$ cat config.mk
export PLATFORM = sky130hd
export DESIGN_NAME = preg_handshake
export DESIGN_NICKNAME = d
export VERILOG_FILES = /design/src/rtl/preg_handshake_pkg.sv /design/src/rtl/preg_handshake.sv
export SDC_FILE = /design/constraint.sdc
export NUM_CORES = 1
export LEC_CHECK = 0
export CORE_MARGIN = 2
export CORE_UTILIZATION = 45
export CTS_CLUSTER_DIAMETER = 30
export CTS_CLUSTER_SIZE = 30
export DETAILED_ROUTE_END_ITERATION = 7
export GPL_TIMING_DRIVEN = 0
export PLACE_DENSITY = 0.75
export SYNTH_ARGS = -nofsm -noshare
export SYNTH_HDL_FRONTEND = slang
export SYNTH_SLANG_ARGS = --single-unit
$ cat constraint.sdc
create_clock -name i_clk -period 1.6 [get_ports i_clk]
set_input_delay 0.32 -clock i_clk [delete_from_list [all_inputs] [get_ports i_clk]]
set_output_delay 0.32 -clock i_clk [all_outputs]
set_load 0.05 [all_outputs]
$ cat src/rtl/preg_handshake_pkg.sv
// preg_handshake_pkg: shared pipeline-stage types, payload structs and defaults.
package preg_handshake_pkg;
  localparam int DATA_WIDTH_DEF = 64;
  typedef enum logic [1:0] {EMPTY = 2'd0, FULL = 2'd1, SKID = 2'd2} state_t;
  // Execute-to-memory payload; callers cast it to DATA_WIDTH.
  typedef struct packed {
    logic [4:0]  rd;
    logic        rd_we;
    logic        mem_rd;
    logic        mem_wr;
    logic [1:0]  mem_size;
    logic [31:0] addr;
    logic [21:0] rsvd;
  } ex_mem_t;
endpackage

$ cat src/rtl/preg_handshake.sv
// preg_handshake: valid/ready pipeline-stage register with flush and optional skid entry.
module preg_handshake
  import preg_handshake_pkg::*;
#(
  parameter int DATA_WIDTH     = DATA_WIDTH_DEF,
  parameter int SKID_EN        = 1,
  parameter int CLEAR_ON_FLUSH = 0
) (
  input  logic                  i_clk,
  input  logic                  i_arstn,
  input  logic                  i_valid,
  output logic                  o_ready,
  input  logic [DATA_WIDTH-1:0] i_data,
  input  logic                  i_flush,
  output logic                  o_valid,
  input  logic                  i_ready,
  output logic [DATA_WIDTH-1:0] o_data,
  output logic                  o_skid_full
);
  logic w_acc;
  logic w_dlv;
  assign w_acc = i_valid & o_ready;
  assign w_dlv = o_valid & i_ready;
  generate
    if (SKID_EN != 0) begin : g_skid
      state_t r_state, w_state_nxt;
      logic [DATA_WIDTH-1:0] r_main, r_skid;
      logic w_load_main, w_load_skid, w_promote;
      assign o_ready     = r_state != SKID;
      assign o_valid     = r_state != EMPTY;
      assign o_skid_full = r_state == SKID;
      assign o_data      = r_main;
      always_ff @(posedge i_clk or negedge i_arstn)
        if (!i_arstn) r_state <= EMPTY;
        else r_state <= w_state_nxt;
      always_comb begin
        w_state_nxt = r_state;
        w_load_main = 1'b0;
        w_load_skid = 1'b0;
        w_promote   = 1'b0;
        if (i_flush) w_state_nxt = EMPTY;
        else
          case (r_state)
            EMPTY: if (w_acc) begin
              w_state_nxt = FULL;
              w_load_main = 1'b1;
            end
            FULL: if (w_acc && w_dlv) w_load_main = 1'b1;
              else if (w_acc) begin
                w_state_nxt = SKID;
                w_load_skid = 1'b1;
              end else if (w_dlv) w_state_nxt = EMPTY;
            SKID: if (w_dlv) begin
              w_state_nxt = FULL;
              w_promote   = 1'b1;
            end
            default: w_state_nxt = EMPTY;
          endcase
      end
      // Loads are already suppressed under flush; only the optional clear remains.
      always_ff @(posedge i_clk or negedge i_arstn)
        if (!i_arstn) begin
          r_main <= '0;
          r_skid <= '0;
        end else if (CLEAR_ON_FLUSH != 0 && i_flush) begin
          r_main <= '0;
          r_skid <= '0;
        end else begin
          if (w_load_main) r_main <= i_data;
          else if (w_promote) r_main <= r_skid;
          if (w_load_skid) r_skid <= i_data;
        end
    end else begin : g_pass
      logic r_valid;
      logic [DATA_WIDTH-1:0] r_main;
      assign o_ready     = i_ready | ~r_valid;
      assign o_valid     = r_valid;
      assign o_skid_full = 1'b0;
      assign o_data      = r_main;
      always_ff @(posedge i_clk or negedge i_arstn)
        if (!i_arstn) begin
          r_valid <= 1'b0;
          r_main  <= '0;
        end else begin
          r_valid <= i_flush ? 1'b0 : w_acc ? 1'b1 : w_dlv ? 1'b0 : r_valid;
          if (CLEAR_ON_FLUSH != 0 && i_flush) r_main <= '0;
          else if (w_acc && !i_flush) r_main <= i_data;
        end
    end
  endgenerate
endmodule

# Word-level counts from Yosys, hierarchy flattened
# Index checks and enable logic that the tools add are counted.
# totals
wordCells	36
mem_count	0
out_inout_bits	67
ram_bits	0
latch_bits	0
mem_bits_ro	0
regBits	130
# op_classes
n_addsub	0
bitwise	2
multipliers	0
shift	0
n_eq_ne	7
reduce_logical	5
n_lt_le_gt_ge	0
muxes	19
n_div	0
# op_table
op	n
$mux 64	2
$mux 2	6
$mux 1	9
$ne 3x3->1 const B	2
$pmux 2 s3	1
$ne 4x4->1 const B	1
$reduce_and 4->1	1
$reduce_bool 2->1	2
$ne 3x2->1 const B	1
$and 1x1->1	2
$eq 2x1->1 const B	1
$eq 2x2->1 const B	1
$logic_not 2->1	1
$ne 2x2->1 const B	1
$pmux 1 s2	1
$logic_and 1x1->1	1

# Logic depth before layout (Yosys ltp)
# depth
word_depth	7
ltp_mapped	6
ltp_nobuf	6

# Least setup slack after synthesis
# No wires, ideal clock.
# synth_timing
kind	register to register
start	reg g_skid.r_state[1]
end	reg g_skid.r_main[39] (netlist: o_data[39])
setup_time_ps	123
t_arrival_ps	2223
path_stages_with_launch	7
t_required_ps	1477
n_path_buf	0
setup_slack_ps	-747
cell_sequence	dfrtp_1 -> inv_1 -> nor2_1 -> inv_1 -> nor3b_1 -> mux2i_1 -> a21oi_1
# synth_between
elab_cells_between_ends	17
classes_between	eq/ne: 3; mux: 8; bitwise: 2; reduce/logical: 4
# synth_rtl
element	line_no	rtl
from (decl)	preg_handshake.sv:26	state_t r_state, w_state_nxt;
from (signal assigned)	preg_handshake.sv:35	else r_state <= w_state_nxt;
$eq 2x2->1	n/a	
net o_skid_full	preg_handshake.sv:18	output logic o_skid_full
$mux 1	preg_handshake.sv:43	case (r_state)
$mux 1	preg_handshake.sv:41	if (i_flush) w_state_nxt = EMPTY;
$reduce_bool 2->1 (no source line)	n/a	
to (signal assigned)	preg_handshake.sv:69	if (w_load_main) r_main <= i_data;
to (signal assigned)	preg_handshake.sv:70	else if (w_promote) r_main <= r_skid;
to (decl)	preg_handshake.sv:27	logic [DATA_WIDTH-1:0] r_main, r_skid;
# The timed path passes the listed nets, and every way through them passes these cells.
# A chain may end at the register's enable or synchronous reset.

# Final worst setup path
# layout_timing
start	reg g_skid.r_state[1]
end	reg g_skid.r_main[0] (netlist: o_data[0])
# layout_between
elab_chain_len	7
elab_cells_between_ends	17
classes_between	eq/ne: 3; mux: 8; bitwise: 2; reduce/logical: 4
# layout_lines
element	line_no	rtl
$ne 2x2->1 / $reduce_bool 2->1 (equally long branches)	preg_handshake.sv:29, preg_handshake.sv:30	
$and 1x1->1, on equally long branches	preg_handshake.sv:22, preg_handshake.sv:23	
$logic_and 1x1->1	preg_handshake.sv:48	FULL: if (w_acc && w_dlv) w_load_main = 1'b1;
$mux 1	preg_handshake.sv:48	
$pmux 1 s2	preg_handshake.sv:43	
$mux 1	preg_handshake.sv:41	
$mux 64 / $reduce_bool 2->1 (equally long branches)	n/a	
# Parallel ways exist; a longest one is shown, timed or not.

==> metrics list <==
- Overflow after GRT: 0
- Number of standard cells in the final layout excluding fillers: 716
- Clock Tree Buf Depth: 2
* Synth Register Bits: 130
* Via/cell ratio: 4.98
* Number of buffers created by CTS: 17
- Count of nets after finishing: 606
- Data arrival time of the worst path: 2.06 ns
- The initial utilization of the core area, before any placement, comes to roughly 47%.
- Net count of the mapped netlist: 431
* Placed inst area: 0.00726 mm²
* Final slew viol count: 0
* Final standard cell area without fillers: 0.00817 mm²
* CTS tree: built
- Largest net degree at the start of global routing: 70
* Width of the die: 116 µm
- Port bufs: 135
- Number of cell rows: 40
- Final number of setup-violating endpoints: 65
- Required time of the critical path: 1.89 ns
- Maximum VDD drop: approximately 1.3 mV
- Across the run, the number of max-cap violations was 0.
- Actual slew at the worst max-slew pin: 0.573 ns
* Violations in the final reports: setup timing
- Total Die Area: between 0.01 and 0.015 mm²
- For this design the top-level I/O count stands at 136.
- The core region is around 0.012 mm².
* Post-Route WL: between 10000 and 15000 µm
* Type of origin of the critical path: flip-flop
* DRC viols: 0
- Synth unique cells: 17
* Start point of the critical path: g_skid.r_state[1]
- Number of cells in the design after placement: 666
- Final core occ: 67.2%
- DP Wirelength: 7880 µm
* Antenna violations before repair: 0
- Detailed routing inserted a total of approximately 3600 vias.
- Share of layout cells above drive strength 1: 59.5%
- Maximum fanout encountered on the critical timing path: 10
- Kind of critical path: flip-flop to flip-flop
- Summed over all instances, the cell type with the most area after synthesis is sky130_fd_sc_hd__dfrtp_1.
- The via count of the first global-routing pass was about 4000.
- Post-synthesis sequential area ratio: 57.5%
- In this run the tightest slew margin relative to its limit is 61.8%.
- Power density of the placed cells: roughly 1700 mW/mm²
- Setup slack after placement: -0.692 ns
* Die Height: 116 µm
- The clock net in this run drives a total of 130 sinks.
- Adding up every negative setup slack in the final design gives -7.91 ns.
- Clock-pin transition on the worst setup and hold timing paths: 0.05 ns
- Crit path capture type: flip-flop
* Wire length of the first global-routing pass: 20000 µm
* Static leakage: around 3.7 nW
- Number of warnings issued by yosys: 0
- Total routing resource utilization after global routing: between 10% and 20%
- The H-tree was split into 4 levels.
- Cell types occupying the most area after synthesis: sky130_fd_sc_hd__dfrtp_1 (57%), sky130_fd_sc_hd__mux2_2 (38%), sky130_fd_sc_hd__buf_2 (1.3%), sky130_fd_sc_hd__buf_6 (1.2%), sky130_fd_sc_hd__mux2i_1 (0.35%)
- The share of synthesized area in the top cell type comes to 57.5%.
- Status: finished with violations
- The detail route stage leaves a number of antenna-violating nets equal to 0.
* Critical register-to-register path startpoint: g_skid.r_state[1]
- Iteration-0 DRC Markers: 147
- In the post-route analysis, the smallest setup slack over all paths is -0.163 ns.
* Skew final: 0.00520 ns
* Final worst path period need: 1.76 ns
- Synthesized netlist cell count: 362
- The tightest min-delay check is of the primary input to flip-flop type.
- Root buffer cell: sky130_fd_sc_hd__clkbuf_16
- Syn-to-layout area delta: 44.3%
- Clock latency at the later pin of the worst-skew pair: 0.41 ns
* Max Clk Rate: between 500 and 600 MHz
- Average wire length per cell after detail routing: 16.9 µm
* Synth Area per Inst: 15.6 µm²
* Netlist area before placement: 0.00566 mm²
- Beginning of the worst hold path: i_flush
- Setup repair after global routing could not meet its margin everywhere.
- The number of antenna diodes in the final layout is 0.
- The final hold violation count is 0.
- Portion of the clock cycle consumed by the worst path in the final layout: 110%
* 1st-pass router iterations: 3
- At the end of routability-driven placement, the weighted congestion stood at 0.732.
what timing repair did:
| action | in CTS | in global routing |
|---|---|---|
| hold buffers | 1 | 0 |
| setup endpoints to repair | 179 | 151 |
| endpoints found under the hold margin | 61 | 0 |
| gates cloned | 6 | 1 |
| gates resized for setup | 237 | 51 |
| setup buffers | 6 | 8 |
| pin swaps | 0 | 2 |
worst paths after layout:
| path | to | slack, ns | cells past startpoint |
|---|---|---|---|
| setup / recovery | o_data[0] | -0.16 | 6 |
| hold / removal | g_skid.r_state[0] | 0.32 | 2 |
| setup reg to reg | o_data[0] | -0.16 | 6 |
| hold reg to reg | g_skid.r_skid[35] | 0.50 | 1 |
| max in group asynchronous | o_data[20] | 0.41 | 3 |
| min in group asynchronous | g_skid.r_skid[49] | 0.46 | 2 |
routing by layer:
metal | wire length (µm) | track usage [%]
met4 | 261 | 9.44
met1 | 5190 | 24.3
met3 | 651 | 5.45
met5 | 0 | 0
met2 | 6030 | 32.9
critical path, stage by stage (launching register included):
cell and delay (ns):
sky130_fd_sc_hd__dfrtp_1 0.42, sky130_fd_sc_hd__nor3b_2 0.23, sky130_fd_sc_hd__nand2_2 0.13, sky130_fd_sc_hd__buf_12 0.18, sky130_fd_sc_hd__buf_12 0.15, sky130_fd_sc_hd__mux2_2 0.27, sky130_fd_sc_hd__mux2_2 0.26
layout make-up:
cell class,instances,area (µm²)
Timing Repair Buffer,157,1520
Buffer,20,284
Fill cell,946,4000
Multi-Input combinational cell,209,2340
Clock inverter,6,55.1
Clock buffer,24,492
Inverter,2,7.51
Sequential cell,130,3250
Tap cell,168,210
through the flow:
step                      hold WS (ns)  total power, mW
after floorplan                 0.0244             8.67
after global placement           0.481             10.5
after detailed placement         0.338             10.6
after CTS                        0.313             14.2
after global routing             0.375             14.7
final                            0.324             14.0
synthesized netlist by cell type, drive strengths merged:
master and number:
a21oi 2, and3 1, buf 21, dfrtp 130
inv 2, mux2 190, mux2i 2, nand2 2
nand2b 2, nor2 4, nor3b 2, o21ai 1
o21bai 1, o31ai 1, or2 1
where the power goes:
group          switching [mW]  internal (mW)  leakage [nW]
Clock                    1.31           2.27         0.275
Sequential              0.543           4.40          1.59
Combinational            3.26           2.20          1.85
kinds of logic (layout without fill, tap and decap cells):
group           count (synthesis)  count (layout)  synth area share (%)
buf+inv                        23             209                  2.65
simple gates                   12              12                  1.19
flops                         130             130                  57.5
compound gates                  5               5                 0.531
mux                           192             192                  38.2
flip-flops by register name (all words and copies together), names as in the netlist:
| name | flops |
|---|---|
| g_skid.r_skid | 64 |
| o_data | 64 |
| g_skid.r_state | 2 |
cells in the final DEF, fill, tap and decap left out, drive strengths merged, types with 2 or more instances in the layout:
| cell | instances |
|---|---|
| buf | 44 |
| nand2b | 2 |
| dfrtp | 130 |
| mux2i | 2 |
| dlygate4sd2 | 3 |
| nand2 | 2 |
| mux2 | 190 |
| clkinv | 5 |
| a21oi | 2 |
| nor2 | 4 |
| clkdlybuf4s15 | 35 |
| clkdlybuf4s50 | 64 |
| clkbuf | 54 |
| nor3b | 2 |
| inv | 2 |
Power figures use the tool's default switching activity.
